`config.mk`:
```
export PLATFORM = sky130hd
export DESIGN_NAME = dram_write_arbiter_flat
export DESIGN_NICKNAME = d
export VERILOG_FILES = /design/src/rtl/dram_write_arbiter_if.sv /design/src/rtl/dram_write_arbiter.sv /design/src/flat_wrapper.sv
export SDC_FILE = /design/constraint.sdc
export NUM_CORES = 1
export LEC_CHECK = 0
export ABC_AREA = 1
export ABC_CLOCK_PERIOD_IN_PS = 2950
export BUFFER_PORTS_ARGS = -buffer_cell sky130_fd_sc_hd__clkbuf_2
export CORE_AREA = 3 3 666 668
export CTS_BUF_LIST = sky130_fd_sc_hd__clkbuf_4 sky130_fd_sc_hd__clkbuf_8 sky130_fd_sc_hd__clkbuf_16
export CTS_CLUSTER_SIZE = 10
export DETAILED_ROUTE_END_ITERATION = 16
export DIE_AREA = 0 0 669 671
export PLACE_DENSITY = 0.3
export SLEW_MARGIN = 20
export SYNTH_ARGS = -nofsm -noshare
export SYNTH_HDL_FRONTEND = slang
export SYNTH_SLANG_ARGS = --single-unit
```
`constraint.sdc`:
```
create_clock -name i_clk -period 2.95 [get_ports i_clk]
set_clock_uncertainty 0.1 [all_clocks]
set_input_delay 0.4425 -clock i_clk [delete_from_list [all_inputs] [get_ports i_clk]]
set_output_delay 0.4425 -clock i_clk [all_outputs]
set_load 0.01 [all_outputs]
```
`src/rtl/dram_write_arbiter_if.sv`:
```
// ---------------------------------------------------------------------------
// dram_write_arbiter_if
//   Bundles the N_PORT upstream TAU write channels and the single merged
//   memory-controller write port handled by dram_write_arbiter.
//   Handshake on both sides is rdy/ack: the sender raises rdy and holds its
//   payload, and a transfer happens on a cycle where rdy && ack.
//
//   Upstream (one lane per TAU):
//     i_rdys   [N_PORT]              write request per port
//     o_acks   [N_PORT]              acceptance per port (one-hot or zero)
//     i_was    [N_PORT][GBW]         write address per port
//     i_wds    [N_PORT][CSIZE][DBW]  write data beat per port
//     i_wmasks [N_PORT][CSIZE]       word enables per port
//   Downstream (memory controller):
//     o_rdy    merged write valid       i_ack   memory side accepts
//     o_wa     merged address           o_wd    merged data beat
//     o_wmask  merged mask              o_src   port that issued the beat
//
//   Modports:
//     slave  - the arbiter's view (drives acks and the merged port)
//     master - the environment's view (drives requests and i_ack)
// ---------------------------------------------------------------------------
interface dram_write_arbiter_if #(
  parameter int N_PORT = 2,
  parameter int GBW    = 32,
  parameter int DBW    = 16,
  parameter int CSIZE  = 32,
  parameter int PID_BW = (N_PORT > 1) ? $clog2(N_PORT) : 1
);

  logic [N_PORT-1:0]                      i_rdys;
  logic [N_PORT-1:0]                      o_acks;
  logic [N_PORT-1:0][GBW-1:0]             i_was;
  logic [N_PORT-1:0][CSIZE-1:0][DBW-1:0]  i_wds;
  logic [N_PORT-1:0][CSIZE-1:0]           i_wmasks;

  logic                                   o_rdy;
  logic                                   i_ack;
  logic [GBW-1:0]                         o_wa;
  logic [CSIZE-1:0][DBW-1:0]              o_wd;
  logic [CSIZE-1:0]                       o_wmask;
  logic [PID_BW-1:0]                      o_src;

  modport slave (
    input  i_rdys, i_was, i_wds, i_wmasks, i_ack,
    output o_acks, o_rdy, o_wa, o_wd, o_wmask, o_src
  );

  modport master (
    output i_rdys, i_was, i_wds, i_wmasks, i_ack,
    input  o_acks, o_rdy, o_wa, o_wd, o_wmask, o_src
  );

endinterface

```
`src/rtl/dram_write_arbiter.sv`:
```
// ---------------------------------------------------------------------------
// dram_write_arbiter
//   Merges N_PORT TAU DRAM write channels into one memory-controller write
//   port. Round-robin arbitration feeds a single registered output slot, so
//   a beat accepted in cycle t is presented downstream from cycle t+1, and
//   with i_ack held high the block sustains one write per cycle.
//
//   Ports:
//     i_clk   clock
//     i_rst   asynchronous active-low reset
//     io_bus  dram_write_arbiter_if.slave
//               upstream:   i_rdys / o_acks / i_was / i_wds / i_wmasks
//               downstream: o_rdy / i_ack / o_wa / o_wd / o_wmask / o_src
// ---------------------------------------------------------------------------
module dram_write_arbiter #(
  parameter int N_PORT = 2,
  parameter int GBW    = 32,
  parameter int DBW    = 16,
  parameter int CSIZE  = 32,
  parameter int PID_BW = (N_PORT > 1) ? $clog2(N_PORT) : 1
) (
  input  logic                   i_clk,
  input  logic                   i_rst,
  dram_write_arbiter_if.slave    io_bus
);

  // After reset the "previous winner" is the highest port so that port 0
  // is first in line.
  localparam logic [PID_BW-1:0] LAST_RST = PID_BW'(N_PORT - 1);

  // Output slot and arbitration state
  logic                        r_full;
  logic [PID_BW-1:0]           r_last;
  logic [PID_BW-1:0]           r_src;
  logic [GBW-1:0]              r_wa;
  logic [CSIZE-1:0][DBW-1:0]   r_wd;
  logic [CSIZE-1:0]            r_wmask;

  logic                        w_can_load;
  logic                        w_any;
  logic                        w_grant;
  logic                        w_found;
  logic [PID_BW-1:0]           w_gnt;
  logic [N_PORT-1:0]           w_acks;

  // The slot can take a new beat when it is empty or is being drained now.
  assign w_can_load = !r_full || io_bus.i_ack;
  assign w_any      = |io_bus.i_rdys;
  // i_rst gating keeps every ack low while reset is asserted.
  assign w_grant    = i_rst && w_can_load && w_any;

  // Round-robin search starting just above r_last. Ports above the previous
  // winner are considered first, then the wrap-around ports 0..r_last; this
  // is the same order as scanning last+1, last+2, ... modulo N_PORT.
  always_comb begin : grant_search
    w_found = 1'b0;
    w_gnt   = '0;
    for (int p = 0; p < N_PORT; p++) begin
      if (!w_found && io_bus.i_rdys[p] && (p > int'(r_last))) begin
        w_found = 1'b1;
        w_gnt   = PID_BW'(p);
      end
    end
    for (int p = 0; p < N_PORT; p++) begin
      if (!w_found && io_bus.i_rdys[p]) begin
        w_found = 1'b1;
        w_gnt   = PID_BW'(p);
      end
    end
  end

  always_comb begin : ack_decode
    w_acks = '0;
    if (w_grant) begin
      w_acks[w_gnt] = 1'b1;
    end
  end

  assign io_bus.o_acks = w_acks;

  // ---- output slot register ----
  // A grant reloads the slot even when it is being drained in the same
  // cycle, which gives back-to-back beats without a bubble. A drain with no
  // new grant only clears r_full; the payload keeps its stale value.
  always_ff @(posedge i_clk or negedge i_rst) begin
    if (!i_rst) begin
      r_full  <= 1'b0;
      r_last  <= LAST_RST;
      r_src   <= '0;
      r_wa    <= '0;
      r_wd    <= '0;
      r_wmask <= '0;
    end else if (w_grant) begin
      r_full  <= 1'b1;
      r_last  <= w_gnt;
      r_src   <= w_gnt;
      r_wa    <= io_bus.i_was[w_gnt];
      r_wd    <= io_bus.i_wds[w_gnt];
      r_wmask <= io_bus.i_wmasks[w_gnt];
    end else if (r_full && io_bus.i_ack) begin
      r_full  <= 1'b0;
    end
  end

  assign io_bus.o_rdy   = r_full;
  assign io_bus.o_wa    = r_wa;
  assign io_bus.o_wd    = r_wd;
  assign io_bus.o_wmask = r_wmask;
  assign io_bus.o_src   = r_src;

endmodule

```
`src/flat_wrapper.sv`:
```
// flat-port wrapper written by rule: the top's interface ports become plain ports
module dram_write_arbiter_flat 
#(
  parameter int N_PORT = 2,
  parameter int GBW    = 32,
  parameter int DBW    = 16,
  parameter int CSIZE  = 32,
  parameter int PID_BW = (N_PORT > 1) ? $clog2(N_PORT) : 1
)
  (i_clk, i_rst, io_bus_i_rdys, io_bus_i_was, io_bus_i_wds, io_bus_i_wmasks, io_bus_i_ack, io_bus_o_acks, io_bus_o_rdy, io_bus_o_wa, io_bus_o_wd, io_bus_o_wmask, io_bus_o_src);
  dram_write_arbiter_if #(.N_PORT(N_PORT), .GBW(GBW), .DBW(DBW), .CSIZE(CSIZE), .PID_BW(PID_BW)) io_bus_i ();
  input  logic i_clk;
  input  logic i_rst;
  input wire logic [$bits(io_bus_i.i_rdys)-1:0] io_bus_i_rdys;
  input wire logic [$bits(io_bus_i.i_was)-1:0] io_bus_i_was;
  input wire logic [$bits(io_bus_i.i_wds)-1:0] io_bus_i_wds;
  input wire logic [$bits(io_bus_i.i_wmasks)-1:0] io_bus_i_wmasks;
  input wire logic [$bits(io_bus_i.i_ack)-1:0] io_bus_i_ack;
  output wire logic [$bits(io_bus_i.o_acks)-1:0] io_bus_o_acks;
  output wire logic [$bits(io_bus_i.o_rdy)-1:0] io_bus_o_rdy;
  output wire logic [$bits(io_bus_i.o_wa)-1:0] io_bus_o_wa;
  output wire logic [$bits(io_bus_i.o_wd)-1:0] io_bus_o_wd;
  output wire logic [$bits(io_bus_i.o_wmask)-1:0] io_bus_o_wmask;
  output wire logic [$bits(io_bus_i.o_src)-1:0] io_bus_o_src;
  assign io_bus_i.i_rdys = io_bus_i_rdys;
  assign io_bus_i.i_was = io_bus_i_was;
  assign io_bus_i.i_wds = io_bus_i_wds;
  assign io_bus_i.i_wmasks = io_bus_i_wmasks;
  assign io_bus_i.i_ack = io_bus_i_ack;
  assign io_bus_o_acks = io_bus_i.o_acks;
  assign io_bus_o_rdy = io_bus_i.o_rdy;
  assign io_bus_o_wa = io_bus_i.o_wa;
  assign io_bus_o_wd = io_bus_i.o_wd;
  assign io_bus_o_wmask = io_bus_i.o_wmask;
  assign io_bus_o_src = io_bus_i.o_src;
  dram_write_arbiter #(.N_PORT(N_PORT), .GBW(GBW), .DBW(DBW), .CSIZE(CSIZE), .PID_BW(PID_BW)) u_core (.i_clk(i_clk), .i_rst(i_rst), .io_bus(io_bus_i));
endmodule
```
[Word level (Yosys, flattened, before mapping)]
Index checks and enable logic that the tools add are counted.
Storage, ports and cells
  flip-flop bits (word level): 579
  bits of input ports: 1157
Operators by class
  reduce and logical (&&, ||, !) cells: 13
  magnitude comparators: 3
  multiplexer cells: 15
Operators by type and width (count)
  $mux 512: 2
  $mux 32: 4
  $logic_and 1x1->1: 7
  $mux 1: 7
  $logic_not 1->1: 3
  $lt 1x2->1 const B: 1
  $mux 2: 1
  $reduce_bool 2->1: 1
  $reduce_or 2->1: 1
  $demux 1 s1: 1
  $ge 1x1->1 const B: 1
  $gt 1x1->1 const A: 1
  $logic_or 1x1->1: 1

[Logic depth before layout (Yosys ltp)]
  depth in word-level cells: 14
  gate-level depth with buffers: 8
  mapped depth without buffers: 6

[Worst setup path after synthesis]
Ideal clock, no wire load.
  kind: register -> output
  start: register u_core.r_last
  end: output port io_bus_o_acks[0]
  path buffers: 2
  required time: 2.408 ns
  slack: 1.078 ns
  arrival time: 1.329 ns
  stages on the path, launching flop included: 7
  path through: dfstp_2 nand2_2 nand2_4 buf_2 buf_2 inv_1 nor2_1
Between the ends
  longest elaborated chain between the ends: 14
RTL lines
  start: declaration: line dram_write_arbiter.sv:33  | logic [PID_BW-1:0] r_last;
  start signal: assignment: line dram_write_arbiter.sv:95  | r_last <= w_gnt;
  $gt 1x1->1 (*): line dram_write_arbiter.sv:59  | if (!w_found && io_bus.i_rdys[p] && (p > int'(r_last))) begin
  $logic_and 1x1->1 (*): line dram_write_arbiter.sv:59
  $mux 1 (*): line dram_write_arbiter.sv:59
  $logic_not 1->1: line dram_write_arbiter.sv:65  | if (!w_found && io_bus.i_rdys[p]) begin
  $logic_and 1x1->1: line dram_write_arbiter.sv:65
  $mux 1: line dram_write_arbiter.sv:65
  $logic_not 1->1: line dram_write_arbiter.sv:65
  $logic_and 1x1->1: line dram_write_arbiter.sv:65
  $mux 1 (*): line dram_write_arbiter.sv:65
  $lt 1x2->1 (implied by the code) / $ge 1x1->1 (equally long branches): line dram_write_arbiter.sv:75  | w_acks[w_gnt] = 1'b1;
  $logic_and 1x1->1 (implied by the code): line dram_write_arbiter.sv:75
  $mux 1 (implied by the code): line dram_write_arbiter.sv:75
  $demux 1 s1 (*)
  $mux 2 (*): line dram_write_arbiter.sv:74  | if (w_grant) begin
  end: declaration: line flat_wrapper.sv:19  | output wire logic [$bits(io_bus_i.o_acks)-1:0] io_bus_o_acks;
Mark *: on every way between the ends. The rest lies on a longest branch, timed or not.

[Final worst setup path]
  start: register u_core.r_last
  end: register u_core.r_wd (netlist bit u_core.io_bus.o_wd[126])
Between the ends
  longest elaborated chain between the ends: 11
RTL lines
  $gt 1x1->1 (*): line dram_write_arbiter.sv:59
  $logic_and 1x1->1 (*): line dram_write_arbiter.sv:59
  $mux 1 (*): line dram_write_arbiter.sv:59
  $logic_not 1->1: line dram_write_arbiter.sv:65
  $logic_and 1x1->1: line dram_write_arbiter.sv:65
  $mux 1: line dram_write_arbiter.sv:65
  $logic_not 1->1: line dram_write_arbiter.sv:65
  $logic_and 1x1->1: line dram_write_arbiter.sv:65
  $mux 1 (*): line dram_write_arbiter.sv:65
  $mux 512 (implied by the code) (*) (2 in series): line dram_write_arbiter.sv:98  | r_wd <= io_bus.i_wds[w_gnt];
  end signal: assignment: line dram_write_arbiter.sv:98
  end: declaration: line dram_write_arbiter.sv:36  | logic [CSIZE-1:0][DBW-1:0] r_wd;
Mark *: on every way between the ends. The rest lies on a longest branch, timed or not. The select of a mux whose other input is x is not followed.
A chain may end at the register's enable or synchronous reset.

==> flow_summary.yaml <==
outcome:
  outcome: "finished, final reports clean"
yosys:
  postSynthAreaPerCell_um2: 6.83
  yosysTopAreaCell: "dfrtp_1"
  synth_most_common_cell: "nand2_1"
  yosysWarnings: 0
  synth_area_leaders: "dfrtp_1, nand2_1, nand3_1"
  synth_edf_count: 0
  synth_cell_types: 14
  synth_commonest_cells: "nand2_1, dfrtp_1, nand3_1"
  synth_seq_cells: 579
  synthesis.nets: 5528
  syn-cell-area_um2: 29900
  syn_inst: 4371
  yosysSeqAreaShare: 0.485
  ys.flop_type: "dfrtp_1"
  synth_top_cell_area_share: 0.484
  async_flop_share: 1.00
worst_setup_path:
  r2r_end: "u_core.io_bus.o_wd[126]$_DFFE_PN0P_"
  critical-path-max-stage-delay_ns: 0.59
  crit_buf_inv: 6
  slowest_stage: "dfstp_2"
  cp_max_fo: 21
  worstSetupPathType: "reg2reg"
  rr_startpoint: "u_core.r_last$_DFFE_PN1P_"
  critPathTopFamily: "buffers and inverters"
  r2r_cells: 12
  cp-end-kind: "flip-flop"
  critical_path.cell_chain: "nand2_8 -> nand2_8 -> buf_4 -> buf_12 -> buf_12 -> buf_12 -> buf_4 -> nand2_1 -> nand2_1 -> dlygate4sd3_1 -> nand2_1 -> nand2_1"
  arrival_ns: 3.47
  cp-start-kind: "flip-flop"
  r2r_slack_ns: 0.14
  cp.required_ns: 3.60
  crit_top_cell: "nand2_1"
floorplanning:
  io_pins: 1737
  rows: 243
  die_h_um: 671
  die_w_um: 669
  coreArea_um2: 438000
  start_util: 0.0682
  dieArea_um2: 449000
pwr:
  power_w: 0.0356
  p_leak_nw: 31.8
  powerDensity_nw_per_um2: 591
  peakVddDrop_mv: 0.372
timing:
  slew_headroom: 0.369
  rsz0062_at_grt: "false"
  worst_pin_slew_ns: 0.946
  max_freq_mhz: 355
  report.final.setup_viol: 0
  min_period_ns: 2.81
  drv_slew: 0
  timing.final.crit_share: 0.954
  fin_setup_tns_ns: 0
  timing_hold_violations_final: 0
run:
  maxCapViolCount: 0
finish:
  syn_to_final_growth_pct: 102
  post-route-util: 0.138
  fin_nets: 8301
  final_area_um2: 60200
  drive_gt1_frac: 0.286
placement:
  gp_congestion: 0.949
  hpwl_mm: 294
  numPortBuffers: 1736
  placed_area_um2: 45900
global_route:
  grt_usage: 0.146
  grt_pass1_vias: 41800
  antenna_found_initial: 91
  grt_max_degree: 111
  grt_pass1_wl_mm: 431
  overflow: 0
worst_hold_path:
  hold_start: "io_bus_i_wds[273]"
  min_to: "u_core.io_bus.o_wd[273]$_DFFE_PN0P_"
  hold_class: "in2reg"
  holdPathStages: 5
routing:
  drc_errors: 0
  wl_per_cell_um: 26.2
  drtPass1Iterations: 5
  drt-total-wl_mm: 341
  via_per_inst: 3.13
  num_vias: 40600
  ant_nets: 0
  drt_iter0_markers: 2599
cts:
  clockBufferDepth: 4
  cts_tree: "built"
  clock_sinks: 579
  cts_htree_levels: 3
  clock_latency_ns: 0.78
  clock-root-buffer: "clkbuf_16"
  clk_pin_slew_worst_paths_ns: 0.06
  cts_inserted_buffers: 94
final cells by class:
cell class | instances | area (um2)
antenna | 26 | 65.1
clock buffer | 130 | 2730
timing repair buffer | 2994 | 21500
tap | 5757 | 7200
inverter | 4 | 15.0
clock inverter | 33 | 397
sequential | 579 | 14500
fill | 51000 | 378000
multi-input combinational | 3471 | 13800
cell usage in the layout (no fill, tap or decap):
cell type / synthesis / final
nand2_1: 2888 / 2887
clkbuf_2: 0 / 1734
dlygate4sd3_1: 0 / 1104
dfrtp_1: 578 / 578
nand3_1: 576 / 576
buf_4: 25 / 108
clkbuf_16: 0 / 95
buf_12: 0 / 44
diode_2: 0 / 26
clkbuf_4: 0 / 20
clkinv_2: 0 / 16
clkbuf_8: 0 / 15
bufinv_16: 0 / 7
inv_1: 4 / 4
nand2_8: 0 / 3
clkinvlp_4: 0 / 3
clkinv_4: 0 / 3
nor2_1: 2 / 2
inv_16: 0 / 2
inv_6: 0 / 2
buf_8: 0 / 2
nor2_2: 1 / 1
nand2_2: 2 / 1
nor2_4: 1 / 1
buf_16: 0 / 1
buf_6: 3 / 1
dfstp_2: 1 / 1
logic make-up (layout without fill, tap and decap cells):
logic type / Yosys count / after routing / share of synthesized area
other: 0 / 26 / 0
DFF: 579 / 579 / 0.485
buffers and inverters: 321 / 3161 / 0.0536
and+or+nand+nor: 3471 / 3471 / 0.461
worst max path at each step:
stage	start	endpoint	slack [ns]	cells after the start
after floorplan	u_core.r_last$_DFFE_PN1P_	io_bus_o_acks[0]	1.08	6
after global placement	io_bus_i_rdys[1]	u_core.io_bus.o_wa[12]$_DFFE_PN0P_	0.37	8
after detailed placement	io_bus_i_rdys[1]	u_core.io_bus.o_wa[12]$_DFFE_PN0P_	0.43	8
after CTS	u_core.io_bus.o_rdy$_DFFE_PN0P_	io_bus_o_acks[1]	0.04	7
after global routing	u_core.r_last$_DFFE_PN1P_	u_core.io_bus.o_wd[303]$_DFFE_PN0P_	0.04	10
final	u_core.r_last$_DFFE_PN1P_	u_core.io_bus.o_wd[126]$_DFFE_PN0P_	0.14	12
worst register-to-register path: stages (launching register included):
cell	delay (ns)
dfstp_2	0.59
nand2_8	0.09
nand2_8	0.08
buf_4	0.32
buf_12	0.24
buf_12	0.20
buf_12	0.19
buf_4	0.18
nand2_1	0.05
nand2_1	0.07
dlygate4sd3_1	0.58
nand2_1	0.06
nand2_1	0.06
report_power, final:
group / internal (W) / total (W) / leakage [nW] / switching, W
sequential: 0.00944 / 0.0106 / 7.24 / 0.00113
clock: 0.00707 / 0.0118 / 1.57 / 0.00473
combinational: 0.00445 / 0.0132 / 23.0 / 0.00876
total: 0.0210 / 0.0356 / 31.8 / 0.0146
routing by layer:
layer,part of all wire,vias up,track usage
met5,0.00047,-,0
met4,0.027,22,0.0390
met3,0.13,294,0.0756
met2,0.47,1572,0.241
met1,0.38,19600,0.163
li1,-,19100,-
flip-flops by register name, indices dropped and copies added, names as in the netlist:
register,flops
u_core.io_bus.o_wmask,32
u_core.r_last,1
u_core.io_bus.o_src,1
u_core.io_bus.o_wd,512
u_core.io_bus.o_rdy,1
u_core.io_bus.o_wa,32
what timing repair did:
| action | 4_1_cts | 5_1_grt |
|---|---|---|
| resized for setup | 2 | 1 |
| hold buffers | 1104 | 0 |
| setup endpoints to repair | 2 | 1 |
| buffers inserted | 1 | 0 |
| endpoints found under the hold margin | 849 | 0 |
per-stage QoR:
step	hold WS, ns	std cells	setup slack [ns]
2_1_floorplan	0.0469	4371	1.08
3_3_place_gp	0.207	11700	0.365
3_5_place_dp	0.207	11700	0.431
4_1_cts	0.00148	13000	0.0450
5_1_grt	0.0384	13000	0.0375
6_report	0.0540	13000	0.135
No activity file was read; power rests on OpenSTA's default activity.
